## src/rtl/exc_pkg.sv

```systemverilog
// Shared definitions for the exception/interrupt controller: FSM states,
// CSR map, CAUSE codes, STATUS bit positions and the trap vectors used by the PC.
package exc_pkg;

  typedef enum logic [1:0] {
    ST_RUN,
    ST_TRAP,
    ST_HANDLER
  } exc_state_t;

  localparam logic [1:0] CSR_STATUS = 2'd0;
  localparam logic [1:0] CSR_CAUSE  = 2'd1;
  localparam logic [1:0] CSR_EPC    = 2'd2;

  localparam logic [4:0] CAUSE_INT = 5'd0;
  localparam logic [4:0] CAUSE_ILL = 5'd10;
  localparam logic [4:0] CAUSE_OVF = 5'd12;

  localparam int STATUS_IE  = 0;
  localparam int STATUS_EXL = 1;
  localparam int STATUS_IM  = 8;
  localparam int CAUSE_CODE = 2;
  localparam int CAUSE_IP   = 8;

  localparam logic [31:0] VEC_RESET = 32'h8000_0000;
  localparam logic [31:0] VEC_EXC   = 32'h8000_0004;
  localparam logic [31:0] VEC_IRQ   = 32'h8000_0008;

endpackage

```

## src/rtl/exc_ctrl_if.sv

```systemverilog
// CSR access bus of the exception controller; the core is master, exc_ctrl is slave.
interface exc_ctrl_if;
  logic        csr_we;
  logic [1:0]  csr_addr;
  logic [31:0] csr_wdata;
  logic [31:0] csr_rdata;

  modport master (output csr_we, csr_addr, csr_wdata, input csr_rdata);
  modport slave  (input csr_we, csr_addr, csr_wdata, output csr_rdata);
endinterface

```

## src/rtl/exc_ctrl_irq_sync.sv

```systemverilog
// Per-bit two-flop synchronizer for asynchronous interrupt request lines.
module irq_sync #(
  parameter int W = 1
) (
  input  logic         clk,
  input  logic         reset,
  input  logic [W-1:0] d,
  output logic [W-1:0] q
);
  logic [W-1:0] meta_q;
  logic [W-1:0] sync_q;

  always_ff @(posedge clk) begin
    if (!reset) begin
      meta_q <= '0;
      sync_q <= '0;
    end else begin
      meta_q <= d;
      sync_q <= meta_q;
    end
  end

  assign q = sync_q;
endmodule

```

## src/rtl/exc_ctrl.sv

```systemverilog
// Trap controller: raises irq/Exception redirect pulses, keeps STATUS/CAUSE/EPC
// and handles eret. Define IRQ_SYNC_EN to pass ext_irq through a 2-flop synchronizer.
module exc_ctrl
  import exc_pkg::*;
#(
  parameter int         NIRQ    = 8,
  parameter logic [4:0] EXC_OVF = CAUSE_OVF,
  parameter logic [4:0] EXC_ILL = CAUSE_ILL
) (
  input  logic            clk,
  input  logic            reset,
  exc_ctrl_if.slave       csr,
  input  logic [NIRQ-1:0] ext_irq,
  input  logic            exc_ovf,
  input  logic            exc_ill,
  input  logic [31:0]     ia,
  input  logic [31:0]     pcin,
  input  logic            eret,
  output logic            irq,
  output logic            Exception,
  output logic            epc_sel,
  output logic [31:0]     epc
);
  exc_state_t      state;
  logic            ie_q;
  logic            exl_q;
  logic [NIRQ-1:0] im_q;
  logic [NIRQ-1:0] ip_q;
  logic [4:0]      code_q;
  logic [NIRQ-1:0] irq_in;
  logic            take_int;
  logic            exc_any;
  logic [4:0]      exc_code;

`ifdef IRQ_SYNC_EN
  irq_sync #(.W(NIRQ)) u_irq_sync (
    .clk   (clk),
    .reset (reset),
    .d     (ext_irq),
    .q     (irq_in)
  );
`else
  assign irq_in = ext_irq;
`endif

  // IP is a live view of the request lines; nothing is latched beyond this stage.
  // NOTE: reset is sampled on the clock edge, so every register clears inside its always_ff.
  always_ff @(posedge clk) begin
    if (!reset) ip_q <= '0;
    else        ip_q <= irq_in;
  end

  assign take_int = ie_q & ~exl_q & (|(ip_q & im_q));
  assign exc_any  = exc_ovf | exc_ill;
  assign exc_code = exc_ovf ? EXC_OVF : EXC_ILL;

  // NOTE: state uses non-blocking assignments so later trap updates override the CSR write.
  always_ff @(posedge clk) begin
    if (!reset) begin
      state     <= ST_RUN;
      ie_q      <= 1'b0;
      exl_q     <= 1'b0;
      im_q      <= '1;
      code_q    <= CAUSE_INT;
      epc       <= '0;
      irq       <= 1'b0;
      Exception <= 1'b0;
      epc_sel   <= 1'b0;
    end else begin
      irq       <= 1'b0;
      Exception <= 1'b0;
      epc_sel   <= 1'b0;

      if (csr.csr_we) begin
        if (csr.csr_addr == CSR_STATUS) begin
          ie_q  <= csr.csr_wdata[STATUS_IE];
          exl_q <= csr.csr_wdata[STATUS_EXL];
          im_q  <= csr.csr_wdata[STATUS_IM +: NIRQ];
        end else if (csr.csr_addr == CSR_EPC) begin
          epc <= csr.csr_wdata;
        end
      end

      unique case (state)
        ST_RUN: begin
          if (exc_any) begin
            Exception <= 1'b1;
            epc       <= ia;
            code_q    <= exc_code;
            exl_q     <= 1'b1;
            state     <= ST_TRAP;
          end else if (take_int) begin
            irq    <= 1'b1;
            epc    <= pcin;
            code_q <= CAUSE_INT;
            exl_q  <= 1'b1;
            state  <= ST_TRAP;
          end
        end
        // Fetch is being flushed here; faults from squashed instructions are dropped.
        ST_TRAP: state <= ST_HANDLER;
        ST_HANDLER: begin
          if (exc_any) begin
            Exception <= 1'b1;
            code_q    <= exc_code;
            exl_q     <= 1'b1;
            state     <= ST_TRAP;
          end else if (eret) begin
            epc_sel <= 1'b1;
            exl_q   <= 1'b0;
            state   <= ST_RUN;
          end
        end
        default: state <= ST_RUN;
      endcase
    end
  end

  // NOTE: rdata gets a zero default first so no path through the case infers a latch.
  always_comb begin
    csr.csr_rdata = '0;
    unique case (csr.csr_addr)
      CSR_STATUS: begin
        csr.csr_rdata[STATUS_IE]         = ie_q;
        csr.csr_rdata[STATUS_EXL]        = exl_q;
        csr.csr_rdata[STATUS_IM +: NIRQ] = im_q;
      end
      CSR_CAUSE: begin
        csr.csr_rdata[CAUSE_CODE +: 5]  = code_q;
        csr.csr_rdata[CAUSE_IP +: NIRQ] = ip_q;
      end
      CSR_EPC: csr.csr_rdata = epc;
      default: csr.csr_rdata = '0;
    endcase
  end
endmodule
```

## src/flat_wrapper.sv

```systemverilog
// flat-port wrapper written by rule: the top's interface ports become plain ports
module exc_ctrl_flat import exc_pkg::*;
#(
  parameter int         NIRQ    = 8,
  parameter logic [4:0] EXC_OVF = CAUSE_OVF,
  parameter logic [4:0] EXC_ILL = CAUSE_ILL
)
  (clk, reset, ext_irq, exc_ovf, exc_ill, ia, pcin, eret, irq, Exception, epc_sel, epc, csr_csr_we, csr_csr_addr, csr_csr_wdata, csr_csr_rdata);
  exc_ctrl_if csr_i ();
  input  logic clk;
  input  logic reset;
  input  logic [NIRQ-1:0] ext_irq;
  input  logic exc_ovf;
  input  logic exc_ill;
  input  logic [31:0] ia;
  input  logic [31:0] pcin;
  input  logic eret;
  output logic irq;
  output logic Exception;
  output logic epc_sel;
  output logic [31:0] epc;
  input wire logic [$bits(csr_i.csr_we)-1:0] csr_csr_we;
  input wire logic [$bits(csr_i.csr_addr)-1:0] csr_csr_addr;
  input wire logic [$bits(csr_i.csr_wdata)-1:0] csr_csr_wdata;
  output wire logic [$bits(csr_i.csr_rdata)-1:0] csr_csr_rdata;
  assign csr_i.csr_we = csr_csr_we;
  assign csr_i.csr_addr = csr_csr_addr;
  assign csr_i.csr_wdata = csr_csr_wdata;
  assign csr_csr_rdata = csr_i.csr_rdata;
  exc_ctrl #(.NIRQ(NIRQ), .EXC_OVF(EXC_OVF), .EXC_ILL(EXC_ILL)) u_core (.clk(clk), .reset(reset), .csr(csr_i), .ext_irq(ext_irq), .exc_ovf(exc_ovf), .exc_ill(exc_ill), .ia(ia), .pcin(pcin), .eret(eret), .irq(irq), .Exception(Exception), .epc_sel(epc_sel), .epc(epc));
endmodule
```

## config.mk

```make
export PLATFORM = sky130hd
export DESIGN_NAME = exc_ctrl_flat
export DESIGN_NICKNAME = d
export VERILOG_FILES = /design/src/rtl/exc_pkg.sv /design/src/rtl/exc_ctrl_if.sv /design/src/rtl/exc_ctrl_irq_sync.sv /design/src/rtl/exc_ctrl.sv /design/src/flat_wrapper.sv
export SDC_FILE = /design/constraint.sdc
export NUM_CORES = 1
export LEC_CHECK = 0
export CAP_MARGIN = 10
export CORE_MARGIN = 4
export CORE_UTILIZATION = 39
export CTS_BUF_LIST = sky130_fd_sc_hd__clkbuf_2
export CTS_CLUSTER_SIZE = 14
export DETAILED_ROUTE_END_ITERATION = 12
export MAX_ROUTING_LAYER = met4
export PLACE_DENSITY_LB_ADDON = 0.15
export SLEW_MARGIN = 20
export SYNTH_ARGS = -nofsm -noshare
export SYNTH_HDL_FRONTEND = slang
export SYNTH_SLANG_ARGS = --single-unit
```

## constraint.sdc

```tcl
create_clock -name clk -period 2.5 [get_ports clk]
set_clock_uncertainty 0.2 [all_clocks]
set_input_delay 0.25 -clock clk [delete_from_list [all_inputs] [get_ports clk]]
set_output_delay 0.25 -clock clk [all_outputs]
set_load 0.005 [all_outputs]
```

==> After elaboration in Yosys (flattened, before gate mapping) <==
Index checks and enable logic that the tools add are counted.
{ "totals": {"reg_bits": 60, "inputBits": 112} }
{ "classes": {"eq_ne": 7, "muxes": 31, "bitwise": 8, "reduce_logical": 11} }
{ "op_table": {"columns": ["operator", "count"], "rows": [
  ["2-to-1 mux 32 bit", 6],
  ["one-hot mux 8 bit (3 select lines)", 1],
  ["one-hot mux 5 bit (2 select lines)", 2],
  ["2-to-1 mux 16 bit", 1],
  ["2-to-1 mux 5 bit", 3],
  ["2-to-1 mux 1 bit", 10],
  ["bitwise AND 8 bit", 1],
  ["2-to-1 mux 2 bit", 4],
  ["OR reduction 8 bit", 1],
  ["one-hot mux 2 bit (3 select lines)", 1],
  ["AND reduction 2 bit", 3],
  ["OR reduction 3 bit", 2],
  ["equality test 2 x 1 -> 1 bit (second input constant)", 2],
  ["equality test 2 bit (second input constant)", 2],
  ["logical NOT 2 bit", 2],
  ["inverter 1 bit", 4],
  ["one-hot mux 2 bit (2 select lines)", 1],
  ["2-to-1 mux 3 bit", 1],
  ["!= test 3 x 1 -> 1 bit (second input constant)", 1],
  ["!= test 3 x 2 -> 1 bit (second input constant)", 1],
  ["AND reduction 3 bit", 1],
  ["bitwise AND 1 bit", 2],
  ["!= test 2 x 1 -> 1 bit (second input constant)", 1],
  ["one-hot mux 1 bit (2 select lines)", 1],
  ["3 further kinds", 3]
]} }

==> Longest topological paths before layout <==
{ "depth": {"depth_word": 7, "ltp_mapped": 7, "depth_no_buf": 6} }

==> Worst setup path before layout <==
OpenSTA, ideal clock, no wires.
{ "synth_timing": {"path_type": "input to register", "start": "in csr_csr_addr[0]", "end": "reg u_core.epc[8]", "arrival_ps": 1552, "required_time_ps": 2160, "setup_slack_ps": 608, "cell_stages": 7, "cell_sequence": "inv_1 > ha_1 > nand3b_1 > buf_2 > buf_1 > mux2i_1 > o22ai_2"} }
{ "synth_between": {"elab_chain_len": 7} }
{ "synth_rtl": {"columns": ["item", "line_no", "source"], "rows": [
  ["start, declared", "flat_wrapper.sv:23", "input wire logic [$bits(csr_i.csr_addr)-1:0] csr_csr_addr;"],
  ["equality test 2 bit", "exc_ctrl.sv:79", "end else if (csr.csr_addr == CSR_EPC) begin"],
  ["2-to-1 mux 32 bit", "exc_ctrl.sv:79", null],
  ["2-to-1 mux 32 bit (*)", "exc_ctrl.sv:75", "if (csr.csr_addr == CSR_STATUS) begin"],
  ["2-to-1 mux 32 bit (*)", "exc_ctrl.sv:74", "if (csr.csr_we) begin"],
  ["2-to-1 mux 32 bit", "exc_ctrl.sv:92", "end else if (take_int) begin"],
  ["2-to-1 mux 32 bit", "exc_ctrl.sv:86", "if (exc_any) begin"],
  ["2-to-1 mux 32 bit (*)", "exc_ctrl.sv:84", "unique case (state)"],
  ["end signal, assigned", "exc_ctrl.sv:80", "epc <= csr.csr_wdata;"],
  ["end signal, assigned", "exc_ctrl.sv:88", "epc <= ia;"],
  ["end signal, assigned", "exc_ctrl.sv:94", "epc <= pcin;"],
  ["end, declared", "exc_ctrl.sv:22", "output logic [31:0] epc"]
]} }
Every way passes the cells marked *; elsewhere a longest branch is shown, timed or not.
A chain may end at the register's enable or synchronous reset.

==> Worst setup path in the final report <==
{ "layout_timing": {"start": "in csr_csr_addr[1]", "end": "out csr_csr_rdata[4]"} }
{ "layout_between": {"elab_chain_len": 2} }
{ "layout_rtl": {"columns": ["item", "line_no", "source"], "rows": [
  ["equality test 2 bit / equality test 2 x 1 -> 1 bit (equally long branches)", "exc_ctrl.sv:122", "unique case (csr.csr_addr)"],
  ["one-hot mux 5 bit (2 select lines) (*)", "exc_ctrl.sv:122", null],
  ["end, declared", "flat_wrapper.sv:25", "output wire logic [$bits(csr_i.csr_rdata)-1:0] csr_csr_rdata;"]
]} }
Marked as above.

==> impl_metrics.csv <==
group,metric,value,unit
floorplanning,ioPinCount,179,
sta,finalCriticalPeriod,2.434,ns
sta,setup_violations,0,
routing,drtIter0Drc,173,
sta,slew_headroom,60.84,%
critical_path,start_kind,"primary input",
sta,slew_viol_final,0,
sta,finalCritPeriodShare,97.34,%
synth,synthFlopType,"dfxtp_1",
finish,synthToLayoutAreaGrowth,67.85,%
sta,final-hold-violation-count,0,
power_and_ir_drop,power_frac_clock,27.6,%
finish,diodes,0,
critical_path,cp.arrival,1.98,ns
floorplanning,dieArea,9444,um2
sta,setup_slack,0.06641,ns
cts,clock-sinks,58,
power_and_ir_drop,p_leak,2.193,nW
sta,tns,0,ns
hold_path,min_path_type,"in -> reg",
floorplanning,initial_core_util,40.14,%
floorplanning,num_rows,32,
routing,ant_nets,0,
power_and_ir_drop,peakVddDrop,0.2840,mV
routing,drcViolationCount,0,
cts,post_cts.repair.setup_buffers,0,
cts,cts_max_path_buffers,2,
routing,vias,3229,
synth,ys_types,40,
floorplanning,core,7727,um2
synth,synthTopCellsByArea,"dfxtp_1, o22ai_2, mux2i_1, a22oi_1, and2_1",
synth,ys_seq_area_share,37.43,%
cts,htreeDepth,3,
power_and_ir_drop,combPwrFrac,28.6,%
critical_path,crit_required,2.05,ns
place,place_congestion,0.8297,
synth,syn_inst,308,
synth,syn-cell-area,3102,um2
cts,clock_latency,0.47,ns
power_and_ir_drop,power.density,466.9,nW/um2
synth,ys_ff_latch,58,
synth,synth_top_cell_area_share,37.43,%
synth,avgSynthCellArea,10.07,um2
floorplanning,die_y,97.18,um
status,status,"completed",
routing,first_pass_iters,6,
critical_path,path_delay_family,"buffers and inverters",
floorplanning,die_x,97.18,um
finish,fin_util,67.37,%
critical_path,crit_top_cell,"clkdlybuf4s50_1",
global_routing,antenna_found_initial,0,
global_routing,grt_usage,23.15,%
global_routing,grt_pass1_vias,3366,
global_routing,grt_max_degree,33,
routing,totalWireLength,11110,um
critical_path,path_class,"in -> out",
power_and_ir_drop,power.internal,0.001757,W
synth,ys_async_sr_fraction,0,%
synth,synth_fp_nets,424,
synth,synth_warnings,0,
critical_path,path_cells,"clkdlybuf4s50_1, buf_4, ha_2, buf_6, a22oi_1, nor2b_1, clkdlybuf4s50_1",
critical_path,crit_path_end_kind,"output port",
synth,synthMostInstantiatedCell,"dfxtp_1",
cts,cts_tree,"yes",
sta,hold_ws,0.1290,ns
global_routing,grt_pass1_wl,17270,um
flow_run,max_cap_violations,0,
critical_path,slowest_stage,"clkdlybuf4s50_1",
power_and_ir_drop,swShare,27.73,%
critical_path,crit_path_max_fanout,11,
synth,synth_edf_count,0,
cts,path_clk_slew,0.17,ns
critical_path,slowest_delay,0.53,ns
finish,drive_above_1_share,14.49,%
place,dpl_worst_slack,-0.06647,ns
sta,max_freq,410.9,MHz
routing,routedWlPerCell,18.76,um
power_and_ir_drop,p_sw,0.0006740,W
power_and_ir_drop,seq_power_share,43.8,%
cts,cts_root_buf,"clkbuf_2",
place,dpl.hpwl,8395,um
finish,nNetsFinal,601,
routing,vias_per_cell,5.454,
finish,n_fill_cell,631,
cts,cts_made_buffers,9,
critical_path,cp_num_buf_inv,4,
synth,synthTopCellsByCount,"dfxtp_1, a22oi_1, mux2i_1, o22ai_2, and2_1",
place,port_buffers,178,
global_routing,grt-ovfl-total,0,
synth,yosys.area.top_type,"dfxtp_1",
sta,worst_pin_slew,0.5830,ns
## sequential cells by signal, summed over array words and instances (netlist names), 2 cells and up
name and flops:
u_core.code_q 3, u_core.epc 32, u_core.im_q 8, u_core.ip_q 8, u_core.state 2
## kinds of logic (layout without fill, tap and decap cells)
logic type	after synthesis	in the layout	share of synthesized area, %
mux	33	33	10.65
compound gates	94	94	29.85
fa+ha+maj	4	4	1.614
simple gates	89	89	15.49
buf+inv	30	212	4.961
flops	58	58	37.43
## worst paths after layout
| path | startpoint | to | slack [ns] | cells past startpoint |
|---|---|---|---|---|
| hold / removal | ext_irq[6] | u_core.ip_q[6] | 0.13 | 2 |
| setup / recovery | csr_csr_addr[1] | csr_csr_rdata[4] | 0.07 | 7 |
| setup reg to reg | u_core.exl_q | u_core.epc[10] | 0.57 | 5 |
| hold reg to reg | u_core.im_q[2] | u_core.im_q[2] | 0.30 | 2 |
## per-stage QoR
step | instance area (um2) | std cells | total power, W
global placement | 5042 | 575 | 0.001767
finish | 5206 | 592 | 0.002431
floorplan | 3102 | 308 | 0.001363
detailed placement | 5042 | 575 | 0.001778
CTS | 5171 | 591 | 0.002446
global route | 5206 | 592 | 0.002542
## repair_timing
item / 4_1_cts / 5_1_grt
endpoints found under the setup margin: 9 / 10
hold buffers: 0 / 0
endpoints found under the hold margin: 0 / 0
gates resized for setup: 3 / 11
gates cloned: 0 / 1
pin swaps: 1 / 7
## power by group through the flow
| stage | combinational, W | sequential [W] | clock (W) |
|---|---|---|---|
| finish | 0.000694 | 0.00107 | 0.000671 |
| global route | 0.000745 | 0.00107 | 0.000723 |
| CTS | 0.000697 | 0.00107 | 0.000684 |
| detailed placement | 0.000694 | 0.00108 | 0 |
| global placement | 0.000682 | 0.00108 | 0 |
| floorplan | 0.000297 | 0.00107 | 0 |
## routing by layer
layer | wire length (um) | up-vias | share of wire (%) | track usage (%)
met1 | 4525 | 1498 | 41 | 26.73
met4 | 322 | 0 | 2.9 | 9.071
li1 | - | 1524 | - | -
met3 | 896 | 26 | 8.1 | 6.317
met2 | 5362 | 181 | 48 | 38.22
met5 | 0 | - | 0 | -
## final cells by class
class                           instances  area [um2]  share of cell area (%)
Clock buffer                            9       45.04                  0.8652
Clock inverter                          7       83.83                   1.610
Inverter                                2       7.507                  0.1442
Tap cell                              102       127.6                   2.451
Multi-Input combinational cell        220        1797                   34.51
Timing Repair Buffer                  194        1984                   38.12
Sequential cell                        58        1161                   22.30
## worst reg2reg max path, stage by stage, from the launching register on
cell,delay [ns]
dfxtp_1,0.37
or4b_4,0.57
a41oi_4,0.21
buf_12,0.22
a22oi_1,0.14
o22ai_2,0.16
## cells in the final DEF, fill, tap and decap left out, types with 3 or more instances in the layout
cell type and n:
buf_12 5, buf_4 8, dfxtp_1 58, ha_2 3
and2_1 28, nor2_1 11, a22oi_1 37, a222oi_1 8
clkbuf_2 9, o22ai_2 30, nand3_1 8, nand3b_1 3
mux2i_1 33, nor2b_1 4, clkdlybuf4s50_1 169, nand2_1 22
dlymetal6s2s_1 7, nor3_1 4, clkinv_1 3
Note: power is estimated with default switching activity, not from simulation.
